## config.mk

```make
export PLATFORM = sky130hd
export DESIGN_NAME = mem_access_unit
export DESIGN_NICKNAME = d
export VERILOG_FILES = /design/src/rtl/mem_access_unit.sv
export SDC_FILE = /design/constraint.sdc
export NUM_CORES = 1
export LEC_CHECK = 0
export ABC_CLOCK_PERIOD_IN_PS = 4500
export BUFFER_PORTS_ARGS = -buffer_cell sky130_fd_sc_hd__buf_2
export CORE_AREA = 2 2 161 84
export CTS_BUF_LIST = sky130_fd_sc_hd__clkbuf_16
export DETAILED_ROUTE_END_ITERATION = 16
export DIE_AREA = 0 0 163 86
export GPL_TIMING_DRIVEN = 0
export PLACE_DENSITY = 0.79
export SYNTH_ARGS = -nofsm -noshare
export SYNTH_HDL_FRONTEND = slang
export SYNTH_SLANG_ARGS = --single-unit
```

## constraint.sdc

```tcl
create_clock -name clk -period 4.5 [get_ports clk]
set_input_delay 0.45 -clock clk [delete_from_list [all_inputs] [get_ports clk]]
set_output_delay 0.45 -clock clk [all_outputs]
set_load 0.01 [all_outputs]
```

## src/rtl/mem_access_unit.sv

```systemverilog
// ----------------------------------------------------------------------------
// mem_access_unit
//
// MEM-stage data-memory access unit. Takes the memory/writeback control
// bundles produced in ID, runs loads and stores over a req/ack data-memory
// bus, and holds the pipeline while a bus transaction is outstanding.
// Stores get byte enables and lane-replicated data; loads get the addressed
// byte/halfword extracted and sign- or zero-extended. Misaligned or illegal
// accesses, and bus transactions that never see an ack, complete with fault.
//
// Ports
//   clk, rst            : clock (rising edge), asynchronous active-high reset
//   valid_in            : EX/MEM register holds a valid instruction
//   mem_ctrl            : MemRW (1 = store) and RWType (fun3 width encoding)
//   wb_ctrl             : MemtoReg == 2'd1 marks a load
//   addr_in, wdata_in   : byte address and store data
//   stall               : holds IF/ID/EX and the EX/MEM register
//   load_data           : extended load result, nonzero only with done && !fault
//   done, fault         : one-cycle completion strobe and its fault qualifier
//   dmem_req/we/addr/be/wdata : data-memory bus request side
//   dmem_ack, dmem_rdata      : data-memory bus response side
// ----------------------------------------------------------------------------
package mem_access_pkg;

    typedef struct packed {
        logic       MemRW;
        logic [2:0] RWType;
    } mem_control_t;

    typedef struct packed {
        logic [1:0] MemtoReg;
    } wb_control_t;

endpackage

module mem_access_unit
    import mem_access_pkg::*;
#(
    parameter int unsigned TIMEOUT = 255
) (
    input  logic         clk,
    input  logic         rst,
    input  logic         valid_in,
    input  mem_control_t mem_ctrl,
    input  wb_control_t  wb_ctrl,
    input  logic [31:0]  addr_in,
    input  logic [31:0]  wdata_in,
    output logic         stall,
    output logic [31:0]  load_data,
    output logic         done,
    output logic         fault,
    output logic         dmem_req,
    output logic         dmem_we,
    output logic [31:0]  dmem_addr,
    output logic [3:0]   dmem_be,
    output logic [31:0]  dmem_wdata,
    input  logic         dmem_ack,
    input  logic [31:0]  dmem_rdata
);

    // Counter only has to reach TIMEOUT-1, so clog2(TIMEOUT) bits suffice.
    localparam int unsigned CNT_W = (TIMEOUT > 1) ? $clog2(TIMEOUT) : 1;
    localparam logic [CNT_W-1:0] CNT_LAST = CNT_W'(TIMEOUT - 1);

    typedef enum logic [1:0] {
        IDLE = 2'd0,
        BUS  = 2'd1,
        DONE = 2'd2
    } state_t;

    state_t            state_q, state_d;
    logic              we_q, we_d;
    logic [31:0]       addr_q, addr_d;
    logic [3:0]        be_q, be_d;
    logic [31:0]       wdata_q, wdata_d;
    logic [2:0]        op_q, op_d;
    logic [1:0]        off_q, off_d;
    logic [CNT_W-1:0]  cnt_q, cnt_d;
    logic              fault_q, fault_d;
    logic [31:0]       load_q, load_d;

    logic              is_mem;
    logic              start;
    logic              illegal;
    logic              misaligned;
    logic [3:0]        req_be;
    logic [31:0]       req_wdata;
    logic [7:0]        sel_byte;
    logic [15:0]       sel_half;
    logic [31:0]       ext_load;
    logic              in_bus;

    // Request classification. start is masked by rst so that every output,
    // stall included, is zero while reset is held even if valid_in stays up.
    always_comb begin
        is_mem = mem_ctrl.MemRW || (wb_ctrl.MemtoReg == 2'd1);
        start  = valid_in && (state_q == IDLE) && is_mem && !rst;

        illegal = 1'b0;
        case (mem_ctrl.RWType)
            3'b000, 3'b001, 3'b010: illegal = 1'b0;
            3'b100, 3'b101:         illegal = mem_ctrl.MemRW;
            default:                illegal = 1'b1;
        endcase

        misaligned = 1'b0;
        case (mem_ctrl.RWType[1:0])
            2'b01:   misaligned = addr_in[0];
            2'b10:   misaligned = (addr_in[1:0] != 2'b00);
            default: misaligned = 1'b0;
        endcase
    end

    // Store lane steering: narrow data is replicated across the word so the
    // byte enables alone select the target lanes. Loads always read a full word.
    always_comb begin
        req_be    = 4'b1111;
        req_wdata = wdata_in;
        if (mem_ctrl.MemRW) begin
            case (mem_ctrl.RWType[1:0])
                2'b00: begin
                    req_be    = 4'b0001 << addr_in[1:0];
                    req_wdata = {4{wdata_in[7:0]}};
                end
                2'b01: begin
                    req_be    = 4'b0011 << addr_in[1:0];
                    req_wdata = {2{wdata_in[15:0]}};
                end
                default: begin
                    req_be    = 4'b1111;
                    req_wdata = wdata_in;
                end
            endcase
        end
    end

    // Load extraction from the returned word, using the latched offset/op.
    always_comb begin
        case (off_q)
            2'd0:    sel_byte = dmem_rdata[7:0];
            2'd1:    sel_byte = dmem_rdata[15:8];
            2'd2:    sel_byte = dmem_rdata[23:16];
            default: sel_byte = dmem_rdata[31:24];
        endcase
        sel_half = off_q[1] ? dmem_rdata[31:16] : dmem_rdata[15:0];

        case (op_q)
            3'b000:  ext_load = {{24{sel_byte[7]}}, sel_byte};
            3'b001:  ext_load = {{16{sel_half[15]}}, sel_half};
            3'b100:  ext_load = {24'd0, sel_byte};
            3'b101:  ext_load = {16'd0, sel_half};
            default: ext_load = dmem_rdata;
        endcase
    end

    // Next-state logic. Bus fields are captured once on acceptance and held
    // for the whole BUS phase; DONE always falls back to IDLE so the same
    // instruction, still sitting in EX/MEM during DONE, cannot restart.
    always_comb begin
        state_d = state_q;
        we_d    = we_q;
        addr_d  = addr_q;
        be_d    = be_q;
        wdata_d = wdata_q;
        op_d    = op_q;
        off_d   = off_q;
        cnt_d   = cnt_q;
        fault_d = fault_q;
        load_d  = load_q;

        case (state_q)
            IDLE: begin
                if (start) begin
                    we_d    = mem_ctrl.MemRW;
                    addr_d  = {addr_in[31:2], 2'b00};
                    be_d    = req_be;
                    wdata_d = req_wdata;
                    op_d    = mem_ctrl.RWType;
                    off_d   = addr_in[1:0];
                    cnt_d   = '0;
                    load_d  = 32'd0;
                    if (illegal || misaligned) begin
                        fault_d = 1'b1;
                        state_d = DONE;
                    end else begin
                        fault_d = 1'b0;
                        state_d = BUS;
                    end
                end
            end

            BUS: begin
                if (dmem_ack) begin
                    fault_d = 1'b0;
                    load_d  = we_q ? 32'd0 : ext_load;
                    state_d = DONE;
                end else if ((TIMEOUT != 0) && (cnt_q == CNT_LAST)) begin
                    fault_d = 1'b1;
                    load_d  = 32'd0;
                    state_d = DONE;
                end else if (TIMEOUT != 0) begin
                    cnt_d = cnt_q + 1'b1;
                end
            end

            DONE: begin
                state_d = IDLE;
            end

            default: begin
                state_d = IDLE;
            end
        endcase
    end

    always_ff @(posedge clk or posedge rst) begin
        if (rst) begin
            state_q <= IDLE;
            we_q    <= 1'b0;
            addr_q  <= 32'd0;
            be_q    <= 4'd0;
            wdata_q <= 32'd0;
            op_q    <= 3'd0;
            off_q   <= 2'd0;
            cnt_q   <= '0;
            fault_q <= 1'b0;
            load_q  <= 32'd0;
        end else begin
            state_q <= state_d;
            we_q    <= we_d;
            addr_q  <= addr_d;
            be_q    <= be_d;
            wdata_q <= wdata_d;
            op_q    <= op_d;
            off_q   <= off_d;
            cnt_q   <= cnt_d;
            fault_q <= fault_d;
            load_q  <= load_d;
        end
    end

    // Outputs decode from the state register, so bus fields are zero outside
    // BUS and the result is zero outside DONE.
    always_comb begin
        in_bus     = (state_q == BUS);
        stall      = start || in_bus;
        dmem_req   = in_bus;
        dmem_we    = in_bus && we_q;
        dmem_addr  = in_bus ? addr_q : 32'd0;
        dmem_be    = in_bus ? be_q : 4'd0;
        dmem_wdata = in_bus ? wdata_q : 32'd0;
        done       = (state_q == DONE);
        fault      = done && fault_q;
        load_data  = (done && !fault_q) ? load_q : 32'd0;
    end

endmodule

```

# [Yosys cells after proc, flatten, opt, wreduce, memory -nomap -nowiden]
# Index checks and enable logic that the tools add are counted.
[totals] ff_bits=115 out_inout_bits=105 word_cells=88
[op_classes] add_sub_neg=1 eq_ne=19 shifts=2 muxes=32 reduce_logical=24
[op_table] operator="two-way mux 32 bit" n=8
[op_table] operator="case mux 32 bit (2 select lines)" n=2
[op_table] operator="case mux 32 bit (4 select lines)" n=1
[op_table] operator="two-way mux 8 bit" n=3
[op_table] operator="case mux 8 bit (3 select lines)" n=1
[op_table] operator="two-way mux 16 bit" n=1
[op_table] operator="case mux 8 bit (2 select lines)" n=1
[op_table] operator="== test 3 bit, second input constant" n=4
[op_table] operator="adder 8 x 1 -> 8 bit, second input constant" n=1
[op_table] operator="== test 2 x 1 -> 1 bit, second input constant" n=4
[op_table] operator="== test 8 bit, second input constant" n=1
[op_table] operator="two-way mux 2 bit" n=4
[op_table] operator="two-way mux 4 bit" n=2
[op_table] operator="case mux 4 bit (2 select lines)" n=1
[op_table] operator="== test 2 bit, second input constant" n=3
[op_table] operator="== test 3 x 1 -> 1 bit, second input constant" n=2
[op_table] operator="logical AND 1 bit" n=6
[op_table] operator="zero test 2 bit" n=3
[op_table] operator="zero test 3 bit" n=2
[op_table] operator="!= test 2 bit, second input constant" n=3
[op_table] operator="case mux 1 bit (2 select lines)" n=3
[op_table] operator="two-way mux 1 bit" n=4
[op_table] operator="case mux 2 bit (2 select lines)" n=1
[op_table] operator="AND reduction 2 bit" n=2
[op_table] operator="other kinds (11)" n=15

# [Logic depth before layout (Yosys ltp)]
# Gate-level depths: netlist (run 1).
[logic_depth] ltp_word=7 depth_mapped=7 ltp_nobuf=6

# [Least setup slack after synthesis (run 1)]
# No wires, ideal clock.
[synth_path] kind="register to output" startpoint="register state_q[1]" endpoint="output stall" arrival_time_ns=1.410 required_ns=4.050 path_slack_ns=2.640 stages_incl_launch_ff=7 cell_sequence="dfrtp_1 > nor4b_4 > o21a_1 > buf_4 > buf_2 > nor2_1 > nor2_1"
[synth_between] elab_chain_cells=5 elab_cells_between_ends=6 classes_between="eq/ne (1); reduce/logical (5)"
[synth_lines] item="start: declaration" line="71" source="state_t state_q, state_d;"
[synth_lines] item="start signal: assignment" line="229" source="state_q <= state_d;"
[synth_lines] item="zero test 2 bit" line="97" source="start = valid_in && (state_q == IDLE) && is_mem && !rst;"
[synth_lines] item="logical AND 1 bit (3 in series)" line="97"
[synth_lines] item="logical OR 1 bit (*)" line="246" source="stall = start || in_bus;"
[synth_lines] item="end: declaration" line="48" source="output logic stall,"
# Every way passes the cells marked *; elsewhere a longest branch is shown, timed or not.

# [Worst setup path in the final report (run 1)]
[layout_path] startpoint="register state_q[1]" endpoint="output dmem_wdata[7]"
[layout_between] elab_chain_cells=2
[layout_lines] item="== test 2 x 1 -> 1 bit" line="245" source="in_bus = (state_q == BUS);"
[layout_lines] item="two-way mux 32 bit" line="251" source="dmem_wdata = in_bus ? wdata_q : 32'd0;"
[layout_lines] item="end: declaration" line="56" source="output logic [31:0] dmem_wdata,"
# No other way between the ends.

==> results by stage, run 1 <==
Synth:
- The share of synthesized area occupied by flip-flops and latches is 46.3%.
- The synthesized design contains 115 register bits.
- The count of unique library cells instantiated by Yosys is 58.
- The post-synthesis instance area is 0.00621 mm².
- In this run the mean area of a mapped cell was 9.05 µm².
- The fraction of post-synthesis cell area in the top cell type by area is 46.3%.
- The number of flops mapped to enable cells by yosys is 0.
- For this run, the number of Yosys warnings is 0.
- The number of instances in the synthesized netlist is 686.
- By area the synthesized netlist is led by dfrtp_1 (46%), and2_1 (10%), nand2_1 (9.7%), o21ai_0 (4.2%), a21oi_1 (3.1%).
- The synthesized design spends more area on one cell type than any other, namely dfrtp_1.
- Among all flip-flop cells after synthesis, the most frequent one is dfrtp_1.
- Of all flip-flops after synthesis, the portion carrying an async set or reset was 100%.

Cells and area:
- In the final design database the tool counted 1,026 nets.
- The antenna diode instance count is 0.
- The area taken by multi-input logic gates is 0.00304 mm².
- In the final layout, the share of cells above drive strength 1 is 31.1%.
- Relative to the synthesized area, the layout overhead comes to 30.0%.
- The number of fill cells in the layout is 1,033.
- The sequential standard cell area is 0.00288 mm².
- The utilization of the core after routing is 64.5%.

Critical path:
- Of all nets on the critical path, the largest fanout is 10.
- Traced cell by cell, the critical path runs through nand2b_2 > inv_1 > clkbuf_1 > clkbuf_1 > and2_1 > buf_2.
- The critical path capture point type is an output pin.
- The worst reg-to-reg setup slack is 2.39 ns.
- The kind of start point of the critical path is a flip-flop.
- The cell class contributing the biggest share of worst-path delay is buffers and inverters.
- The category of the most critical setup path is flip-flop to output pin.
- Counting both buffers and inverters, the worst setup path holds a total of 4.
- The library cell appearing most often on the critical path is clkbuf_1.
- In this design, the stage delay of the slowest critical-path cell is 0.46 ns.
- The worst endpoint data arrival time is 2.50 ns.
- STA puts the critical path data required time at 4.05 ns.
- The slowest library cell on the worst path is dfrtp_1.

Die:
- The horizontal die dimension is 163 µm.
- Row generation in the floorplan step produced 29 rows.
- The die covers 0.0140 mm².
- For this configuration, the core starts out at a cell density of 49.6%.
- The die is 86 µm tall.
- In this run the standard cell core region covers 0.0125 mm².
- The number of ports placed on the die boundary is 211.

Drt:
- The count of vias placed by the detailed router is 5,915.
- The first routing iteration left 463 violations.
- The post-detailed-route DRC marker count is 0.
- Dividing the detail-routed wire length by the instance count gives 17.0 µm.
- In this run the remaining antenna-violating nets after routing total 0.
- The number of vias per cell after detailed routing is 5.39.
- The number of optimization iterations in the first detailed-route pass is 5.
- The final layout contains routed wiring with a total length of 18.7 mm.

Global route:
- The via count of the first global-routing pass is 5,886.
- The initial antenna violation count is 0.
- Entering global routing, the biggest net connects 85 pins.
- The first global-routing pass estimated 29.5 mm of wire.
- The total routing resource utilization after global routing is 26.8%.
- For this run the aggregate overflow at the end of global routing stands at 0.

Clock tree:
- The clock passes through at most 2 buffers.
- The post-CTS setup repair buffer count is 0.
- The master cell of the clock root buffer is clkbuf_16.
- The count of hold buffers inserted by post-cts repair is 0.
- The clock buffer count from CTS is 17.
- After clock tree synthesis, the clock-pin slew on the worst setup and hold paths is 0.06 ns.
- The clock tree from TritonCTS is done.
- The clock latency on the worst-skew pair is 0.40 ns.
- Once the clock tree was built, the resizer swapped 0 gates to a different size.
- CTS saw 115 sinks.
- The H-tree generated during clock tree synthesis spans 4 levels.

Timing:
- The transition time at the pin with the least slew margin is 0.596 ns.
- The time the final worst path needs with I/O delays and setup is 2.95 ns.
- Setup repair after global routing left no endpoint under its margin.
- Of the available clock period, the critical path in the final layout requires 65.6%.
- Setup violations remaining at the end of the flow were counted as 0.
- The number of max-slew violations in the final report is 0.
- The worst hold slack is 0.0437 ns.
- Timing would allow up to 339 MHz.
- The final-report hold violation count is 0.
- The maximum clock skew at final layout is 0.00702 ns.
- In this run the tightest slew margin relative to its limit is 60.2%.

Power:
- The worst voltage drop across the vdd grid is 0.278 mV.
- In this run the static leakage power is 0.00429 µW.
- The power per standard cell area is 415 mW/mm².
- The completed layout was analyzed and its total power is 3350 µW.

Outcome:
- The flow ran to the end, and the final reports show no timing, DRC or antenna violations.

Run:
- The tool flagged a number of max-cap violations equal to 0.

Placed design:
- The HPWL reported at the end of detailed placement is 13.7 mm.
- The count of input and output buffers is 208.
- The weighted congestion at the end of routability-driven global placement is 0.922.

Hold path:
- The tightest min-delay check is of the input pin to asynchronous set/reset pin type.
power by group:
part	switching, µW	internal [µW]
clock	468	854
combinational	411	286
sequential	104	1230
total	982	2370
cells in the final DEF (no fill, tap or decap), types with 12 or more instances in the layout:
cell type  netlist  layout
a21oi_1         38      38
and2_1         102     102
buf_2           12     220
clkbuf_1        30      30
clkbuf_16        0      17
dfrtp_1        115     115
nand2_1        161     161
nor2b_1         12      12
o21ai_0         52      52
worst register-to-register path: stages, from the launching register on:
cell and delay (ns):
dfrtp_1 0.42, inv_1 0.07, ha_1 0.14, nand3_1 0.17, nor3_1 0.48, nor3b_4 0.14
buf_6 0.18, a221o_2 0.39
stage by stage:
stage               setup slack, ns  cells  area [µm²]  setup TNS, ns
floorplan                      1.01    687        6210              0
global placement             -0.371   1065        7470         -42.12
detailed placement             2.07   1066        7500              0
CTS                            1.61   1097        8070              0
global route                   1.45   1097        8070              0
finish                         1.55   1097        8070              0
cell families after synthesis:
logic type	after synthesis	synth area share (%)
AO/OA/AOI/OAI	155	17.2
flip-flops	115	46.3
adder cells (fa/ha/maj)	5	1.01
multiplexers	16	2.84
buffers and inverters	61	4.73
other	1	0.0604
XOR/XNOR	3	0.423
AND/OR/NAND/NOR	330	27.4
cell type report:
type	instances	area share, %
repair buffers	209	13.2
flip-flops and latches	115	35.6
well taps	170	2.63
clock inverters	14	1.83
inverters	10	0.527
clock buffers	17	5.27
multi-input cells	511	37.7
plain buffers	51	3.18
cell usage after synthesis (all sizes together) (2+ instances only):
library cell and count:
mux2i 6, nor2b 12, buf 20, nand2b 10, dfrtp 115, inv 9, or3 10, a221o 16
a21oi 38, clkbuf 31, nand3 3, and3b 7, a211oi 2, a22oi 9, xor2 2, o21ai 54
and2 103, a32o 8, nand2 161, nand4 2, mux2 10, o2bb2ai 8, ha 5, nor3b 4
o31ai 2, o211ai 2, nor2 10, nor3 2, a211o 8
state kept, by name, indices dropped and copies added (netlist names):
signal / count
wdata_q: 32
cnt_q: 8
we_q: 1
addr_q: 30
be_q: 4
op_q: 3
off_q: 2
load_q: 32
fault_q: 1
state_q: 2
path summary, 6_finish.rpt:
check                           depth (start not counted)   startpoint       endpoint
min in group clk                                        3  addr_in[12]     addr_q[12]
worst min register to register                          2      be_q[2]        be_q[2]
worst max-delay path                                    6   state_q[1]  dmem_wdata[7]
max in group asynchronous                               3          rst     wdata_q[2]
worst min-delay path                                    2          rst      addr_q[3]
worst max register to register                          7     cnt_q[0]     load_q[17]
per-layer routing:
metal / vias up / wire [µm] / global-route usage, %
met2: 271 / 8950 / 45.8
met1: 2801 / 7860 / 33.9
met5: - / 0 / 0
met4: 0 / 414 / 8.61
met3: 51 / 1470 / 6.48
li1: 2792 / - / -
Power figures use the tool's default switching activity.
==> inputs of run 2 (changes only) <==
- ABC_AREA: default -> 1
- ABC_CLOCK_PERIOD_IN_PS: 4500 -> 3000
- CORE_AREA: 2 2 161 84 -> 2 2 164 86
- DIE_AREA: 0 0 163 86 -> 0 0 166 88
- PLACE_DENSITY: 0.79 -> 0.78
- clock period: 4.5 -> 3 ns (I/O delays scaled with it)
==> run 2 against run 1 <==
Area after synthesis increased by 3.3%. Global-route usage grew 2.8 points. Combinational power rose by 81%. Die area grew 4.2%. First-iteration DRC count up 78%. Critical endpoint is now stall. Core utilization shrank 0.77 points. Sequential share of layout area decreased by 1.4 points. Critical path depth is 3 higher. Worst hold slack improved by 0.057 ns. Sequential power up 49%. Count of clock-buffer cells in the layout unchanged. Flip-flop and latch count unchanged. Highest routed layer unchanged.
==> results by stage, run 2 <==
Drt:
- The overall routed net length came to 21.2 mm (+13%).
- The average wire per cell in the routed design is 15.8 µm (-7.5%).
- The number of optimization iterations in the first detailed-route pass is 6 (+1).
- The number of vias per cell after detailed routing came to 5.04 (-6.5%).
- The remaining number of nets flagged by the antenna check after routing is 0 (unchanged).
- The count of vias placed by the detailed router was 6,775 (+15%).
- The violation count after the first detailed-route iteration is 825 (+78%).
- The post-detailed-route DRC marker count was 0 (unchanged).

Synth:
- The share of synthesized area occupied by flip-flops and latches was 44.9% (-1.5 points).
- The post-synthesis mux area share is 0% (-2.8 points).
- The basic-gate share of the synthesized area counting and, or, nand and nor cells came to 27.3% (-0.090 points).
- The count of unique library cells instantiated by Yosys is 31 (-47%).
- The post-synthesis adder-cell area fraction is 0.975% (-0.032 points).
- The number of instances in the synthesized netlist is 920 (+34%).
- The xor and xnor area share after synthesis was 0.546% (+0.12 points).
- The number of flops mapped to enable cells by yosys is 0 (unchanged).
- The fraction of post-synthesis cell area in the top cell type by area was 44.9% (-1.5 points).
- The most numerous cell in the Yosys netlist is nand2_1.
- The largest area contributor in the netlist is dfrtp_1.
- The post-synthesis area per instance is 6.97 µm² (-23%).
- The post-synthesis instance area is 0.00641 mm² (+3.3%).
- Ranked by total cell area, the synthesized netlist is headed by dfrtp_1 (45%), nand2_1 (14%), nor2_1 (9.0%), inv_1 (8.7%), o21ai_0 (6.3%).
- By area, the combinational part of the netlist is dominated by simple AND/OR/NAND/NOR gates.
- The most frequently used flop master after synthesis is dfrtp_1.
- The share of the synthesized area in compound gates (AO/OA/AOI/OAI) is 12.9% (-4.3 points).
- The flop and latch count out of synthesis came to 115 (unchanged).
- By count the netlist is led by nand2_1 (236), nor2_1 (153), inv_1 (149).
- The async set or reset register ratio after synthesis is 100% (unchanged).
- The number of warnings reported in the yosys synthesis log is 0 (unchanged).

Global route:
- The initial antenna violation count was 4 (+4).
- The total routing resource utilization after global routing is 29.6% (+2.8 points).
- The via count of the first global-routing pass is 6,177 (+4.9%).
- The first-pass GRT wire length is 33.2 mm (+12%).
- The largest net degree at the start of global routing is 35 (-59%).
- The sum of overflow across all layers after global routing is 0 (unchanged).

Die:
- The core region area is 0.0132 mm² (+5.2%).
- The floorplan row count is 30 (+3.4%).
- The die height is 88 µm (+2.3%).
- The number of ports placed on the die boundary is 211 (unchanged).
- The horizontal die dimension is 166 µm (+1.8%).
- The starting utilization of the core area is 48.7% (-0.93 points).
- The area of the die is 0.0146 mm² (+4.2%).

Critical path:
- The slowest library cell on the worst path is dlygate4sd3_1.
- The buffers plus inverters on the worst setup path is 5 (+1).
- Broken down by cell family, the worst path's largest delay share belongs to buffers and inverters.
- The delay of the slowest cell on the worst path is 0.53 ns (+0.07 ns).
- The worst reg-to-reg setup slack is 1.19 ns (-1.20 ns).
- Walking the worst path, the cells encountered are dlygate4sd3_1 > buf_2 > clkinvlp_4 > nand2_1 > nor2_4 > nand2_8 > clkbuf_8 > nand2_2 > buf_2.
- The worst endpoint data arrival time was 2.40 ns (-0.10 ns).
- The setup path with the least slack is of type input pin to output pin.
- The largest fanout of any net on the critical path was 26 (+16).
- Counting stages on the worst path, the most repeated cell is buf_2.
- The kind of start point of the critical path is an input pin.
- The worst endpoint required time is 2.70 ns (-1.35 ns).
- The critical path capture point type is an output pin.

Cells and area:
- The number of fill cells in the layout is 1,190 (+15%).
- In the final layout, the registers with the most flip-flops are load_q (32), wdata_q (32), addr_q (30).
- The net total in the final layout is 1,263 (+23%).
- The utilization of the core after routing is 63.7% (-0.77 points).
- The library cell used most frequently in the layout, excluding fill and tap cells, is nand2_1.
- The layout overhead on the synthesized area is 30.9%.
- The share of cells above drive strength 1 is 25.3% (-5.7 points).
- The filler-free cell count of the finished design came to 1,344 (+23%).
- In the layout the commonest cells are nand2_1 (233), buf_2 (223), nor2_1 (153), inv_1 (149), dfrtp_1 (115).

Timing:
- The number of setup violations in the final report is 0 (unchanged).
- The maximum clock skew at final layout was 0.0138 ns (+0.00678 ns).
- The summed negative setup slack over all endpoints is 0 ns (unchanged).
- The worst max-slew margin expressed relative to the limit is 54.1% (-6.1 points).
- The time the final worst path needs with I/O delays and setup is 2.70 ns.
- Static timing analysis puts the maximum clock frequency at 370 MHz.
- Setup repair after global routing left no endpoint under its margin.
- The transition time at the pin with the least slew margin is 0.688 ns (+0.0927 ns).
- The final-report hold violation count is 0 (unchanged).
- The number of max-slew violations in the final report is 0 (unchanged).
- The period utilization is 90.1%.

Power:
- The power per standard cell area was 643 mW/mm² (+55%).
- The cell leakage power is 0.00473 µW (+10%).
- The worst voltage drop across the vdd grid came to 0.375 mV (+35%).
- The overall power of the completed layout is 5400 µW (+61%).

Placed design:
- The count of input and output buffers is 208 (unchanged).
- The weighted congestion at the end of routability-driven global placement is 0.975 (+5.7%).
- The HPWL reported at the end of detailed placement is 16.2 mm (+18%).
- The post-placement cell count is 1,308 (+23%).

Run:
- The reported max-cap violation count is 0 (unchanged).

Clock tree:
- TritonCTS built the clock tree.
- The tree is rooted in a clkbuf_16.
- The number of buffers on the longest clock path is 2 (unchanged).
- The number of sinks on the clock net came to 115 (unchanged).
- The clock buffer count from CTS is 17 (unchanged).
- The post-CTS setup repair buffer count is 0 (unchanged).
- The clock latency on the worst-skew pair is 0.41 ns (about the same).
- The level count of the clock H-tree came to 4 (unchanged).
- The clock transition at the registers of the reported paths came to 0.06 ns (about the same).

Hold path:
- The min-delay analysis places its worst path in the category input pin to flip-flop.

Outcome:
- The flow ran to the end, and the final reports show no timing, DRC or antenna violations.
==> run 2: cell types whose count changed in the layout (fill, tap and decap cells not counted), moves of 18 or more <==
| cell | change |
|---|---|
| nand2_1 | +72 |
| o21ai_1 | +44 |
| and2_1 | -102 |
| nand3_1 | +18 |
| inv_1 | +139 |
| nor2_1 | +143 |
==> run 2: worst paths after layout <==
| kind | end | depth (start not counted) | startpoint |
|---|---|---|---|
| worst max-delay path | stall | 9 | rst |
| worst min-delay path | addr_q[28] | 3 | addr_in[28] |
| worst max register to register | load_q[6] | 10 | cnt_q[0] |
| worst min register to register | load_q[24] | 2 | load_q[24] |
| max in group asynchronous | wdata_q[21] | 4 | rst |
| min in group asynchronous | cnt_q[4] | 3 | rst |
==> run 2: metrics by stage <==
stage                     cell area (µm²)  hold slack, ns  setup slack, ns
after detailed placement             7760           0.421            0.804
after CTS                            8390          0.0916            0.282
after global placement               7700           0.454            -1.10
final                                8400           0.101            0.297
after global routing                 8390           0.101           0.0985
after floorplan                      6440           0.421          -0.0189
==> run 2: layout make-up <==
type	count	area (µm²)	share of cell area, %
Clock inverter	15	190	2.27
Clock buffer	17	425	5.07
Inverter	158	604	7.20
Timing Repair Buffer	212	1110	13.2
Antenna cell	3	7.51	0.0894
Sequential cell	115	2880	34.3
Buffer	46	269	3.20
Tap cell	176	220	2.62
Multi-Input combinational cell	602	2690	32.0
==> run 2: power by group <==
group	leakage, µW	internal, µW	switching (µW)	total, µW
Clock	0.000296	1380	759	2140
Sequential	0.00146	1860	136	2000
Combinational	0.00298	435	824	1260
==> run 2: what timing repair did <==
item | 4_1_cts | 5_1_grt
resized for setup | 0 | 0
hold buffers | 1 | 0
setup endpoints to repair | 0 | 0
endpoints found under the hold margin | 17 | 0
==> run 2: kinds of logic (layout without fill, tap and decap cells) <==
family / Yosys count / count (layout)
AND/OR/NAND/NOR: 432 / 432
other: 1 / 5
flip-flops: 115 / 115
AO/OA/AOI/OAI: 159 / 159
buffers and inverters: 204 / 448
adder cells (fa/ha/maj): 5 / 5
XOR/XNOR: 4 / 4
==> run 2: metal layers <==
layer	track usage (%)	vias up	part of all wire [%]
met2	38.1	382	38
met4	7.98	0	1.0
li1	-	3273	-
met1	46.7	3097	49
met5	0	-	0
met3	8.95	23	12
==> run 2: tightest hold or removal path: stages <==
cell,delay [ns]
buf_2,0.07
nand2_1,0.04
o21ai_0,0.06
==> inputs of run 3 (changes only) <==
- ABC_CLOCK_PERIOD_IN_PS: 3000 -> 3300
- clock period: 3 -> 3.3 ns (I/O delays scaled with it)
==> run 3 against run 2 <==
Clock power decreased by 17%. Clock skew decreased by 0.0032 ns. Worst setup slack improved by 0.25 ns. Count of clock-buffer cells in the layout unchanged. Critical path type unchanged. Critical path depth decreased by 1. Non-clock buffer count decreased by 2. Design area decreased by 1.2%. Routed wire length decreased by 3.0%. First-iteration DRC count decreased by 34%.
==> results by stage, run 3 (same netlist as run 2, synthesis figures left out) <==
Cells and area:
- Leaving out fill and tap cells, the most frequent cells in the layout are nand2_1 (236), buf_2 (223), nor2_1 (153), inv_1 (150), dfrtp_1 (115).
- The net total in the final layout is 1,261 (-0.16%).
- The filler-free cell count of the finished design came to 1,340 (-0.30%).
- In the final layout, the registers with the most flip-flops are load_q (32), wdata_q (32), addr_q (30).
- The share of cells above drive strength 1 is 24.8% (-0.47 points).
- The layout overhead on the synthesized area is 29.3%.
- The utilization of the core after routing was 63.0% (-0.77 points).
- Leaving out fill and tap cells, the most frequent cell in the layout is nand2_1.
- The number of fill cells in the layout was 1,188 (-0.17%).

Placed design:
- The post-placement cell count is 1,307 (-0.076%).
- The weighted congestion at the end of routability-driven global placement is 1.00 (+3.0%).
- The count of input and output buffers came to 208 (unchanged).
- The HPWL reported at the end of detailed placement is 15.7 mm (-2.7%).

Critical path:
- The category of the most critical setup path is input pin to output pin.
- The worst endpoint required time is 2.97 ns (+0.27 ns).
- The critical register-to-register path startpoint is state_q[0].
- The endpoint of the lowest-slack register-to-register path is addr_q[22].
- STA classifies the critical path endpoint as an output pin.
- The largest fanout of any net on the critical path is 40 (+54%).
- The kind of start point of the critical path is an input pin.
- The worst reg-to-reg setup slack came to 1.63 ns (+0.44 ns).
- The worst-case reg-to-reg path depth is 7 (-3).
- The worst endpoint data arrival time came to 2.43 ns (+0.03 ns).

Timing:
- The maximum clock skew at final layout was 0.0106 ns (-0.00322 ns).
- The time the final worst path needs with I/O delays and setup is 2.76 ns.
- Timing would allow up to 363 MHz.
- The final-report hold violation count is 0 (unchanged).
- The final critical path takes up 83.5% of the cycle.
- The number of max-slew violations in the final report was 0 (unchanged).
- The worst max-slew margin expressed relative to the limit is 39.4% (-15 points).
- The number of setup violations in the final report came to 0 (unchanged).
- The transition time at the pin with the least slew margin is 0.908 ns (+0.220 ns).
- Setup repair after global routing left no endpoint under its margin.
- The summed negative setup slack over all endpoints is 0 ns (unchanged).

Die:
- The area of the die is 0.0146 mm² (unchanged).
- The number of ports placed on the die boundary is 211 (unchanged).
- The core region area is 0.0132 mm² (unchanged).
- The starting utilization of the core area is 48.7% (unchanged).
- The horizontal die dimension is 166 µm (unchanged).
- The floorplan row count was 30 (unchanged).
- The die height came to 88 µm (unchanged).

Power:
- The switching power came to 1560 µW (-9.3%).
- The power share of the sequential group is 38.3% (+1.3 points).
- The clock share of power was 37.7% (-2.0 points).
- The internal power component is 3180 µW (-14%).
- The switching share of power is 32.9% (+1.1 points).
- The cell leakage power was 0.00468 µW (-1.1%).
- The worst voltage drop across the vdd grid is 0.297 mV (-21%).
- The combinational power share came to 24.0% (+0.7 points).
- The power per standard cell area is 571 mW/mm² (-11%).

Clock tree:
- The count of hold buffers inserted by post-cts repair is 0 (-1).
- The number of sinks on the clock net is 115 (unchanged).
- TritonCTS built the clock tree.
- The clock transition at the registers of the reported paths is 0.06 ns (about the same).
- The level count of the clock H-tree came to 4 (unchanged).
- The clock latency on the worst-skew pair is 0.41 ns (about the same).
- The post-CTS setup repair buffer count was 0 (unchanged).
- The post-cts sizing count came to 0 (unchanged).
- The master cell of the clock root buffer is clkbuf_16.
- The clock buffer count from CTS came to 17 (unchanged).
- The number of buffers on the longest clock path was 2 (unchanged).

Drt:
- The number of optimization iterations in the first detailed-route pass is 5 (-1).
- The number of vias per cell after detailed routing came to 5.01 (-0.57%).
- The average wire per cell in the routed design is 15.3 µm (-2.7%).
- The violation count after the first detailed-route iteration is 547 (-34%).
- The remaining number of nets flagged by the antenna check after routing is 0 (unchanged).
- The count of vias placed by the detailed router is 6,716 (-0.87%).
- The post-detailed-route DRC marker count is 0 (unchanged).
- The overall routed net length came to 20.5 mm (-3.0%).

Global route:
- The largest net degree at the start of global routing is 42 (+20%).
- The via count of the first global-routing pass was 5,894 (-4.6%).
- The first-pass GRT wire length came to 31.7 mm (-4.2%).
- The initial antenna violation count came to 2 (-2).
- The total routing resource utilization after global routing is 28.2% (-1.4 points).
- The sum of overflow across all layers after global routing came to 0 (unchanged).

Run:
- The reported max-cap violation count is 0 (unchanged).

Outcome:
- The flow ran to the end, and the final reports show no timing, DRC or antenna violations.

Hold path:
- The worst hold-check path type is input pin to asynchronous set/reset pin.
==> run 3: cell count changes in the layout (fill, tap and decap cells not counted), moves of 2 or more <==
cell | previous run | this run
nand2_2 | 13 | 10
o21ai_1 | 46 | 24
o21ai_0 | 59 | 81
clkinvlp_4 | 4 | 6
nand2_1 | 233 | 236
bufinv_16 | 4 | 2
diode_2 | 3 | 1
==> run 3: worst max path at each step <==
stage | from | slack (ns) | end | cells after the start
after global routing | rst | 0.21 | stall | 8
after detailed placement | rst | 0.50 | stall | 8
after global placement | rst | -1.12 | stall | 8
after floorplan | rst | 0.12 | stall | 6
final | rst | 0.54 | stall | 8
after CTS | rst | 0.46 | stall | 8
==> run 3: per-layer routing <==
metal | global-route usage, % | vias to the layer above | wire length (µm)
met2 | 36.7 | 365 | 7820
met3 | 9.72 | 21 | 2450
met1 | 44.4 | 3068 | 10100
met4 | 5.30 | 2 | 148
met5 | 0 | - | 13
li1 | - | 3260 | -
==> run 3: final cells by class <==
class	instances	area [µm²]	share of cell area, %
repair buffers	210	1080	13.0
diodes	1	2.50	0.0302
well taps	176	220	2.65
inverters	158	602	7.26
plain buffers	46	259	3.12
multi-input cells	602	2680	32.3
clock buffers	17	425	5.13
flip-flops and latches	115	2880	34.7
clock inverters	15	144	1.73
==> run 3: power groups by stage <==
stage | registers (µW) | logic (µW) | clock network, µW
after global routing | 1850 | 1280 | 1860
after floorplan | 1810 | 755 | 0
final | 1820 | 1140 | 1780
after CTS | 1810 | 1120 | 1790
after global placement | 1830 | 1080 | 0
after detailed placement | 1830 | 1110 | 0
==> run 3: critical path, cell delays in order <==
cell        delay [ns]
buf_2             0.11
clkinvlp_4        0.71
nand2_1           0.37
nor2_4            0.10
nand2_8           0.09
clkbuf_1          0.42
nand2_1           0.11
buf_2             0.17
==> run 3: through the flow <==
| stage | hold WS (ns) | power, µW | instance area [µm²] | setup WS [ns] |
|---|---|---|---|---|
| 2_1_floorplan | 0.449 | 2560 | 6420 | 0.117 |
| 3_3_place_gp | 0.465 | 2910 | 7680 | -1.12 |
| 3_5_place_dp | 0.466 | 2950 | 7720 | 0.498 |
| 4_1_cts | 0.122 | 4730 | 8290 | 0.458 |
| 5_1_grt | 0.126 | 4980 | 8290 | 0.212 |
| 6_report | 0.106 | 4740 | 8290 | 0.544 |
